$ cat config.mk
export PLATFORM = sky130hd
export DESIGN_NAME = decode_stage
export DESIGN_NICKNAME = d
export VERILOG_FILES = /design/src/rtl/eka_pkg.sv /design/src/rtl/imm_gen.sv /design/src/rtl/decode_stage.sv
export SDC_FILE = /design/constraint.sdc
export NUM_CORES = 1
export LEC_CHECK = 0
export ABC_AREA = 0
export ABC_CLOCK_PERIOD_IN_PS = 2400
export BUFFER_PORTS_ARGS = -buffer_cell sky130_fd_sc_hd__buf_4
export CORE_MARGIN = 3
export CORE_UTILIZATION = 40
export CTS_BUF_LIST = sky130_fd_sc_hd__clkbuf_4
export DETAILED_ROUTE_END_ITERATION = 10
export GPL_ROUTABILITY_DRIVEN = 0
export PLACE_DENSITY = 0.75
export SYNTH_ARGS = -nofsm -noshare
export SYNTH_HDL_FRONTEND = slang
export SYNTH_SLANG_ARGS = --single-unit
export TNS_END_PERCENT = 1
$ cat constraint.sdc
create_clock -name clk -period 2.4 [get_ports clk]
set_input_delay 0 -clock clk [delete_from_list [all_inputs] [get_ports clk]]
set_output_delay 0 -clock clk [all_outputs]
set_load 0.005 [all_outputs]
$ cat src/rtl/eka_pkg.sv
// eka_pkg: shared decode constants for the decode stage.
// Holds the RV32 base/M opcode values, the ALU operation encodings and
// the immediate-format enum consumed by imm_gen.
package eka_pkg;

    localparam logic [6:0] OPC_OP_IMM = 7'b0010011;
    localparam logic [6:0] OPC_OP     = 7'b0110011;
    localparam logic [6:0] OPC_LOAD   = 7'b0000011;
    localparam logic [6:0] OPC_STORE  = 7'b0100011;
    localparam logic [6:0] OPC_BRANCH = 7'b1100011;
    localparam logic [6:0] OPC_JAL    = 7'b1101111;
    localparam logic [6:0] OPC_JALR   = 7'b1100111;
    localparam logic [6:0] OPC_LUI    = 7'b0110111;
    localparam logic [6:0] OPC_AUIPC  = 7'b0010111;

    localparam logic [3:0] ALU_ADD  = 4'b0000;
    localparam logic [3:0] ALU_SLL  = 4'b0001;
    localparam logic [3:0] ALU_SLT  = 4'b0010;
    localparam logic [3:0] ALU_SLTU = 4'b0011;
    localparam logic [3:0] ALU_XOR  = 4'b0100;
    localparam logic [3:0] ALU_SRL  = 4'b0101;
    localparam logic [3:0] ALU_OR   = 4'b0110;
    localparam logic [3:0] ALU_AND  = 4'b0111;
    localparam logic [3:0] ALU_SUB  = 4'b1000;
    localparam logic [3:0] ALU_SRA  = 4'b1101;

    // FMT_R means "no immediate": the generator outputs zero
    typedef enum logic [2:0] {
        FMT_R,
        FMT_I,
        FMT_S,
        FMT_B,
        FMT_J,
        FMT_U
    } imm_fmt_t;

endpackage

$ cat src/rtl/imm_gen.sv
// imm_gen: combinational RISC-V immediate extraction, sign-extended to XLEN.
// Ports: inst  - 32-bit instruction word
//        fmt   - immediate format selected by the decoder
//        imm   - sign-extended immediate (zero for FMT_R)
module imm_gen
    import eka_pkg::*;
#(
    parameter int XLEN = 32
) (
    input  logic [31:0]     inst,
    input  imm_fmt_t        fmt,
    output logic [XLEN-1:0] imm
);

    logic [31:0] imm32;
    // opcode bits carry no immediate information
    logic unused_opc;

    assign unused_opc = ^inst[6:0];

    always_comb begin
        imm32 = '0;
        case (fmt)
            FMT_I:   imm32 = {{20{inst[31]}}, inst[31:20]};
            FMT_S:   imm32 = {{20{inst[31]}}, inst[31:25], inst[11:7]};
            FMT_B:   imm32 = {{19{inst[31]}}, inst[31], inst[7], inst[30:25], inst[11:8], 1'b0};
            FMT_J:   imm32 = {{11{inst[31]}}, inst[31], inst[19:12], inst[20], inst[30:21], 1'b0};
            FMT_U:   imm32 = {inst[31:12], 12'b0};
            default: imm32 = '0;
        endcase
        // a signed source widened by a size cast sign-extends for XLEN = 64
        imm = XLEN'($signed(imm32));
    end

endmodule

$ cat src/rtl/decode_stage.sv
// decode_stage: single-register RISC-V decode pipeline stage with valid/ready handshakes.
// Ports: clk, reset_n (sync, active-low), flush
//        in_valid/in_ready, in_inst, in_pc        - upstream instruction stream
//        out_valid/out_ready                      - downstream handshake
//        out_pc ... illegal                       - registered decode fields
//        illegal_count                            - saturating count of issued illegal instructions
module decode_stage
    import eka_pkg::*;
#(
    parameter int XLEN     = 32,
    parameter int EN_M_EXT = 0,
    parameter int CNT_W    = 16
) (
    input  logic             clk,
    input  logic             reset_n,
    input  logic             flush,
    input  logic             in_valid,
    output logic             in_ready,
    input  logic [31:0]      in_inst,
    input  logic [XLEN-1:0]  in_pc,
    output logic             out_valid,
    input  logic             out_ready,
    output logic [XLEN-1:0]  out_pc,
    output logic             write_en,
    output logic [4:0]       write_addr,
    output logic [4:0]       read_addr1,
    output logic [4:0]       read_addr2,
    output logic [XLEN-1:0]  immediate,
    output logic             mem_write_en,
    output logic             mem_read_en,
    output logic [2:0]       funct3,
    output logic [6:0]       funct7,
    output logic [3:0]       alu_opcode,
    output logic             alu_src_imm,
    output logic             branch,
    output logic             jump,
    output logic             is_m_ext,
    output logic             illegal,
    output logic [CNT_W-1:0] illegal_count
);

    logic [6:0]      opc;
    logic [2:0]      f3;
    logic [6:0]      f7;
    logic [6:0]      shamt_hi;
    logic            shift_bad;
    imm_fmt_t        d_fmt;
    logic [XLEN-1:0] d_imm;
    logic            d_we, d_mw, d_mr, d_br, d_jp, d_mext, d_ill, d_src;
    logic [3:0]      d_alu;
    logic [4:0]      d_ra1;

    assign opc = in_inst[6:0];
    assign f3  = in_inst[14:12];
    assign f7  = in_inst[31:25];
    // on RV64 inst[25] is shamt[5], so only inst[31:26] carry the shift kind
    assign shamt_hi  = (XLEN == 64) ? {in_inst[31:26], 1'b0} : f7;
    assign shift_bad = (f3 == 3'b001) ? (shamt_hi != 7'h00) :
                       (f3 == 3'b101) ? !(shamt_hi == 7'h00 || shamt_hi == 7'h20) : 1'b0;

    assign in_ready = (!out_valid || out_ready) && !flush;

    imm_gen #(.XLEN(XLEN)) u_imm_gen (
        .inst (in_inst),
        .fmt  (d_fmt),
        .imm  (d_imm)
    );

    always_comb begin
        d_fmt  = FMT_R;
        d_we   = 1'b0;
        d_mw   = 1'b0;
        d_mr   = 1'b0;
        d_br   = 1'b0;
        d_jp   = 1'b0;
        d_mext = 1'b0;
        d_ill  = (in_inst[1:0] != 2'b11);
        d_alu  = ALU_ADD;
        d_ra1  = in_inst[19:15];
        d_src  = !(opc == OPC_OP || opc == OPC_BRANCH);
        case (opc)
            OPC_OP_IMM: begin
                d_fmt = FMT_I;
                d_we  = 1'b1;
                d_alu = (f3 == 3'b101) ? {in_inst[30], f3} : {1'b0, f3};
                d_ill = d_ill || shift_bad;
            end
            OPC_OP: begin
                d_we   = 1'b1;
                d_alu  = {in_inst[30], f3};
                d_mext = (f7 == 7'h01) && (EN_M_EXT != 0);
                d_ill  = d_ill || ((f7 == 7'h00) ? 1'b0 :
                                   (f7 == 7'h20) ? !(f3 == 3'b000 || f3 == 3'b101) :
                                   (f7 == 7'h01) ? (EN_M_EXT == 0) : 1'b1);
            end
            OPC_LOAD: begin
                d_fmt = FMT_I;
                d_we  = 1'b1;
                d_mr  = 1'b1;
            end
            OPC_STORE: begin
                d_fmt = FMT_S;
                d_mw  = 1'b1;
            end
            OPC_BRANCH: begin
                d_fmt = FMT_B;
                d_br  = 1'b1;
                d_alu = ALU_SUB;
            end
            OPC_JAL: begin
                d_fmt = FMT_J;
                d_we  = 1'b1;
                d_jp  = 1'b1;
            end
            OPC_JALR: begin
                d_fmt = FMT_I;
                d_we  = 1'b1;
                d_jp  = 1'b1;
            end
            OPC_LUI: begin
                d_fmt = FMT_U;
                d_we  = 1'b1;
                d_ra1 = 5'd0;
            end
            OPC_AUIPC: begin
                d_fmt = FMT_U;
                d_we  = 1'b1;
            end
            default: d_ill = 1'b1;
        endcase
        // an illegal instruction must not cause any architectural side effect
        d_we   = d_we && (in_inst[11:7] != 5'd0) && !d_ill;
        d_mw   = d_mw && !d_ill;
        d_mr   = d_mr && !d_ill;
        d_br   = d_br && !d_ill;
        d_jp   = d_jp && !d_ill;
        d_mext = d_mext && !d_ill;
    end

    always_ff @(posedge clk) begin
        if (!reset_n) begin
            out_valid     <= 1'b0;
            out_pc        <= '0;
            write_en      <= 1'b0;
            write_addr    <= '0;
            read_addr1    <= '0;
            read_addr2    <= '0;
            immediate     <= '0;
            mem_write_en  <= 1'b0;
            mem_read_en   <= 1'b0;
            funct3        <= '0;
            funct7        <= '0;
            alu_opcode    <= '0;
            alu_src_imm   <= 1'b0;
            branch        <= 1'b0;
            jump          <= 1'b0;
            is_m_ext      <= 1'b0;
            illegal       <= 1'b0;
            illegal_count <= '0;
        end else begin
            // the instruction leaving now is counted even if a flush drops the register
            if (out_valid && out_ready && illegal && !(&illegal_count))
                illegal_count <= illegal_count + CNT_W'(1);
            if (flush) begin
                out_valid <= 1'b0;
            end else if (in_valid && in_ready) begin
                out_valid    <= 1'b1;
                out_pc       <= in_pc;
                write_en     <= d_we;
                write_addr   <= in_inst[11:7];
                read_addr1   <= d_ra1;
                read_addr2   <= in_inst[24:20];
                immediate    <= d_imm;
                mem_write_en <= d_mw;
                mem_read_en  <= d_mr;
                funct3       <= f3;
                funct7       <= f7;
                alu_opcode   <= d_alu;
                alu_src_imm  <= d_src;
                branch       <= d_br;
                jump         <= d_jp;
                is_m_ext     <= d_mext;
                illegal      <= d_ill;
            end else if (out_ready) begin
                out_valid <= 1'b0;
            end
        end
    end

endmodule

==> qor.txt, run 1 <==
drt drc - 0
Clk Tree Root Cell - clkbuf_4
Syn-to-layout area delta - 57.40%
Max Slew Vio Count - 0
Final setup violation count - 0
Seq cells post-synth - 117
R2R depth - 6
area leader, netlist - dfxtp_1
max_slew headroom - 41.30%
Yosys warning count - 0
largest net degree at the start of global routing - 61
DIE AREA - 0.01370 mm²
Worst Hold Class - in2reg
Synthesized Nets - 648
total power density per cell area - 522.3 mW/mm²
unique cell type count in the Yosys netlist - 60
RSZ-0062 raised after global routing - no
CP max FO - 60
post-synthesis async set-or-reset flop share - 0%
initial drt markers - 450
Avg Inst Size Synth - 8.531 µm²
Placeable Area - 0.01171 mm²
top-area cell type share of the netlist area - 47.50%
CTS tree - done
final hold slack - 127.9 ps
Nets - 929
Via Count - 5359
most used flip-flop cell after synthesis - dfxtp_1
Avg WL per Cell - 16.93 µm
CP Launch Point - out_valid$_SDFFE_PP0P_
first-pass GRT wire length - 26.94 mm
DRT antenna net count - 0
Register Area - 0.002342 mm²
Hold Crit Endpoint - illegal$_SDFFE_PN0P_
worst skew pair latency - 520 ps
Syn Inst Count - 578
post-layout instance area - 0.007761 mm²
# fillers - 891
final hold viol count - 0
vias in the first global route - 5409
total grt overflow - 0
fin util - 66.27%
post-placement cell area - 0.006396 mm²
post_cts resized - 0
crit path kind - reg2reg
IO Port Bufs - 186
met1 GRT Util - 29.07%
Longest Clk Path Bufs - 2
Worst setup SP type - register
Die Width - 117.0 µm
Hold Crit Depth - 4
CTS buffer count - 17
capture point of the worst reg-to-reg path - out_pc[3]$_SDFFE_PN0P_
Core Rows - 39
initial core utilization - 42.10%
Multi-input gate area - 0.002415 mm²
Clock Sink Count - 117
gr busiest metal - met2
Max Cap Viol - 0
register area share after synthesis - 47.50%
VDD IR max - 0.3820 mV
Worst Hold Launch - in_inst[1]
depth of the CTS H-tree - 4
Total GRT Usage - 25.19%
Die Ht - 117.0 µm
clk_skew - 10.01 ps
antenna violations before repair - 0
Tmin final - 2245 ps
maximum clock rate - 445.4 MHz
r2r setup slk - 150 ps
outcome - finished, final reports clean
Arrival @ worst endpoint - 2710 ps
# Post-CTS Setup Buffers - 0
M3 GR Usage - 8.689%
Lkg Pwr - 0.003414 µW
Mapped Area - 0.004931 mm²
grt met2 use - 41.94%
top cells by area, synth - dfxtp_1 (48%), nand2_1 (12%), a21boi_0 (8.8%), and2_1 (2.3%), a22o_1 (2.0%)
count of flip-flops with a built-in enable after synthesis - 0
HPWL Detailed - 10.80 mm
Tightest Pin Transition - 880.5 ps
Critical Path RT - 2860 ps
WL final - 17.20 mm
clock transition at the registers of the reported paths - 100 ps
layout cell share with drive strength beyond 1 - 27.18%
I/O pin total - 188
R2R Path Start - out_valid$_SDFFE_PP0P_
Final period util - 93.55%
vias per cell - 5.275
drt first pass iters - 5
final setup TNS - 0 ps
CP endpoint kind - register
-- cells in the final DEF, fill, tap and decap left out, drive strengths merged, types with 16 or more instances in the layout --
master,instances
and2,18
clkbuf,21
a21oi,17
a21boi,63
nor2,16
dlygate4sd3,107
o21ai,33
buf,193
dfxtp,117
nand2,160
-- power breakdown --
part	internal [µW]	leakage [µW]	switching (µW)	total [µW]
Clock	756	0.000160	713	1470
Combinational	308	0.00230	253	561
Sequential	1990	0.000950	31.8	2020
-- worst max-delay path, stage by stage, from the launching register on --
cell and delay (ps):
dfxtp_1 370, nand2b_1 110, and2_2 170, buf_4 500, nand2_1 160, a21boi_0 230, dlygate4sd3_1 600
-- what timing repair did --
| action | 4_1_cts | 5_1_grt |
|---|---|---|
| endpoints found under the setup margin | 0 | 0 |
| hold buffers | 107 | 0 |
| hold endpoints to repair | 102 | 0 |
-- synth_stat cells (11+ instances only) --
master,n
nor2_1,15
o21ai_1,17
a21oi_1,17
buf_2,14
and2_1,18
a22o_1,11
a21boi_0,58
dfxtp_1,117
o21ai_0,16
clkbuf_1,20
nand2_1,160
nand3_1,11
-- per-layer routing --
layer | wire (µm) | part of all wire, %
met1 | 6916 | 40
met2 | 8336 | 48
met3 | 1482 | 8.6
met4 | 464 | 2.7
met5 | 0 | 0
-- layout make-up --
type	instances	area share, %
Sequential cell	117	30.18
Antenna cell	1	0.03224
Multi-Input combinational cell	420	31.11
Tap cell	143	2.305
Clock inverter	11	1.725
Timing Repair Buffer	300	32.47
Clock buffer	21	2.031
Inverter	3	0.1451
-- cells by family (layout without fill, tap and decap cells) --
| logic type | Yosys count | count (layout) | share of synthesized area [%] |
|---|---|---|---|
| multiplexers | 1 | 1 | 0.2030 |
| adder cells (fa/ha/maj) | 1 | 1 | 0.2537 |
| buffers and inverters | 41 | 335 | 3.781 |
| AND/OR/NAND/NOR | 252 | 252 | 24.39 |
| XOR/XNOR | 15 | 15 | 2.664 |
| AO/OA/AOI/OAI | 150 | 150 | 21.14 |
| other | 1 | 2 | 0.07605 |
| flip-flops | 117 | 117 | 47.50 |
-- registers in the layout (all words and copies together), names as in the netlist, 3 cells and up --
register       count
illegal_count     16
funct7             7
alu_opcode         4
funct3             3
read_addr2         5
read_addr1         5
out_pc            32
write_addr         5
immediate         32
-- worst max path at each step --
stage | endpoint | slack [ps] | cells after the start
after global routing | out_pc[3]$_SDFFE_PN0P_ | 30 | 6
after CTS | out_pc[10]$_SDFFE_PN0P_ | 260 | 6
after detailed placement | illegal_count[5]$_SDFFE_PN0P_ | 690 | 5
after global placement | illegal_count[12]$_SDFFE_PN0P_ | 760 | 6
after floorplan | illegal_count[5]$_SDFFE_PN0P_ | 830 | 5
final | out_pc[3]$_SDFFE_PN0P_ | 150 | 6
-- stage by stage --
step / total power (µW) / worst slack [ps] / std cells
floorplan: 2237 / 831.3 / 578
global placement: 2464 / 763.7 / 876
detailed placement: 2478 / 694.0 / 876
CTS: 4082 / 258.3 / 1015
global route: 4244 / 26.59 / 1015
finish: 4054 / 154.8 / 1016
(Power assumes the default switching activity.)
==> run 2, diff against run 1 <==
RECOVER_POWER = 50   (was unset)
==> run 2 against run 1 <==
  * Clock power about the same
  * Flip-flop and latch count stayed put
  * Hold slack gained 9.3 ps
  * Utilization is 1.2 points lower
  * Register-to-register slack got worse by 20 ps
  * Non-clock buffer count is the same
  * Routed wire length fell by 0.16%
  * Largest power group unchanged
  * Setup slack got worse by 24 ps
  * Power down 0.45%
  * Sequential share of layout area rose by 0.56 points
  * Sequential power about the same
  * Final area fell by 1.8%
==> qor.txt, run 2 (synthesized netlist as in run 1, its figures left out) <==
M3 GR Usage - 8.689% (unchanged)
grt met2 use - 41.94% (unchanged)
CTS tree - done
Critical Path RT - 2860 ps (about the same)
Clk pwr share - 36.4% (+0.2 points)
Lkg Pwr - 0.003211 µW (-5.9%)
Avg WL per Cell - 16.90 µm (-0.16%)
initial core utilization - 42.10% (unchanged)
worst skew pair latency - 530 ps (about the same)
Register Area - 0.002342 mm² (unchanged)
Comb pwr share - 13.5% (-0.3 points)
Max Slew Vio Count - 0 (unchanged)
Final period util - 94.57% (+1.0 points)
vias in the first global route - 5409 (unchanged)
CP Launch Point - out_valid$_SDFFE_PP0P_
CP endpoint kind - register
IO Port Bufs - 186 (unchanged)
Total GRT Usage - 25.19% (unchanged)
final hold viol count - 0 (unchanged)
drt drc - 0 (unchanged)
sequential fraction of design power - 50.1% (+0.2 points)
most frequent cells in the layout - nand2_1 (159), dfxtp_1 (117), dlygate4sd3_1 (107)
biggest regs - immediate x32, out_pc x32, illegal_count x16
VDD IR max - 0.3615 mV (-5.3%)
# Post-CTS Setup Buffers - 0 (unchanged)
outcome - finished, final reports clean
max_slew headroom - 40.75% (-0.55 points)
Switch Pwr - 995.5 µW (-0.25%)
Pint - 3040 µW (-0.51%)
pre-CTS WS - 694.0 ps (unchanged)
switching portion of total power - 24.67% (+0.049 points)
CTS Hold Bufs - 107 (unchanged)
final setup TNS - 0 ps (unchanged)
depth of the CTS H-tree - 4 (unchanged)
RSZ-0062 raised after global routing - no
met1 GRT Util - 29.07% (unchanged)
layout cell share with drive strength beyond 1 - 22.82% (-4.4 points)
gr busiest metal - met2
Die Width - 117.0 µm (unchanged)
# fillers - 945 (+6.1%)
Syn-to-layout area delta - 54.50%
Clock Sink Count - 117 (unchanged)
CTS buffer count - 17 (unchanged)
antenna violations before repair - 0 (unchanged)
Tmin final - 2270 ps (+24.43 ps)
Final setup violation count - 0 (unchanged)
Die Ht - 117.0 µm (unchanged)
CP endpoint - out_pc[3]$_SDFFE_PN0P_
clock transition at the registers of the reported paths - 100 ps (about the same)
initial drt markers - 426 (-5.3%)
Core Rows - 39 (unchanged)
Nets - 929 (unchanged)
maximum clock rate - 440.6 MHz (-1.1%)
clk_skew - 10.92 ps (+0.9114 ps)
drt first pass iters - 7 (+2)
R2R depth - 6 (unchanged)
Longest Clk Path Bufs - 2 (unchanged)
Tightest Pin Transition - 888.7 ps (+8.200 ps)
DIE AREA - 0.01370 mm² (unchanged)
I/O pin total - 188 (unchanged)
Via Count - 5363 (+0.075%)
DRT antenna net count - 0 (unchanged)
worst setup margin - 130.3 ps (-24.43 ps)
total power density per cell area - 529.7 mW/mm² (+1.4%)
most common cell after layout, fill and taps aside - nand2_1
Clk Tree Root Cell - clkbuf_4
Worst Hold Class - in2reg
Worst setup SP type - register
Multi-input gate area - 0.002415 mm² (unchanged)
HPWL Detailed - 10.80 mm (unchanged)
Max Cap Viol - 0 (unchanged)
R2R Path Start - out_valid$_SDFFE_PP0P_
r2r setup slk - 130 ps (-20 ps)
total grt overflow - 0 (unchanged)
post_cts resized - 0 (unchanged)
first-pass GRT wire length - 26.94 mm (unchanged)
WL final - 17.17 mm (-0.16%)
vias per cell - 5.279 (about the same)
CP max FO - 60 (unchanged)
Placeable Area - 0.01171 mm² (unchanged)
Arrival @ worst endpoint - 2730 ps (+20 ps)
capture point of the worst reg-to-reg path - out_pc[3]$_SDFFE_PN0P_
crit path kind - reg2reg
largest net degree at the start of global routing - 61 (unchanged)
[run 2: cell count changes in the layout (fill, tap and decap cells not counted)]
cell / change
clkbuf_4: +79
buf_4: -117
clkbuf_1: +38
[run 2: worst min-delay path by stage]
stage                     slack (ps)        from                endpoint  cells past startpoint
final                            140  in_inst[1]    illegal$_SDFFE_PN0P_                      4
after global routing             110  in_inst[1]    illegal$_SDFFE_PN0P_                      4
after CTS                         50  in_inst[1]    illegal$_SDFFE_PN0P_                      4
after detailed placement         190       flush  out_valid$_SDFFE_PP0P_                      2
after global placement           180       flush  out_valid$_SDFFE_PP0P_                      2
after floorplan                   30       flush                in_ready                      1
[run 2: through the flow]
stage          hold slack, ps  cells  utilization [%]  instance area (µm²)  power [µW]
2_1_floorplan           31.10    578                -                 4931        2237
3_3_place_gp            180.6    876            54.62                 6396        2464
3_5_place_dp            188.1    876            54.62                 6396        2478
4_1_cts                 51.73   1015            66.25                 7759        4082
5_1_grt                 109.3   1015            65.03                 7616        4227
6_report                137.2   1016            65.05                 7619        4036
[run 2: layout make-up]
class | instances | share of cell area (%)
clock inverter | 11 | 1.757
multi-input combinational | 420 | 31.70
clock buffer | 21 | 2.069
timing repair buffer | 300 | 31.20
sequential | 117 | 30.74
inverter | 3 | 0.1478
antenna | 1 | 0.03285
tap | 143 | 2.349
[run 2: critical path, stage by stage (launching register included)]
cell           delay [ps]
dfxtp_1               370
nand2b_1              110
and2_2                170
buf_4                 490
nand2_1               160
a21boi_0              250
dlygate4sd3_1         610
[run 2: metal layers]
layer	part of all wire, %	up-vias
li1	-	2549
met1	40	2488
met2	48	279
met3	8.5	47
met4	3.0	0
met5	0	-
[run 2: power groups by stage]
stage               logic [µW]  clock network [µW]  registers [µW]
finish                     545                1470            2020
global placement           401                   0            2060
global route               591                1610            2030
floorplan                  171                   0            2070
detailed placement         413                   0            2070
CTS                        541                1520            2020
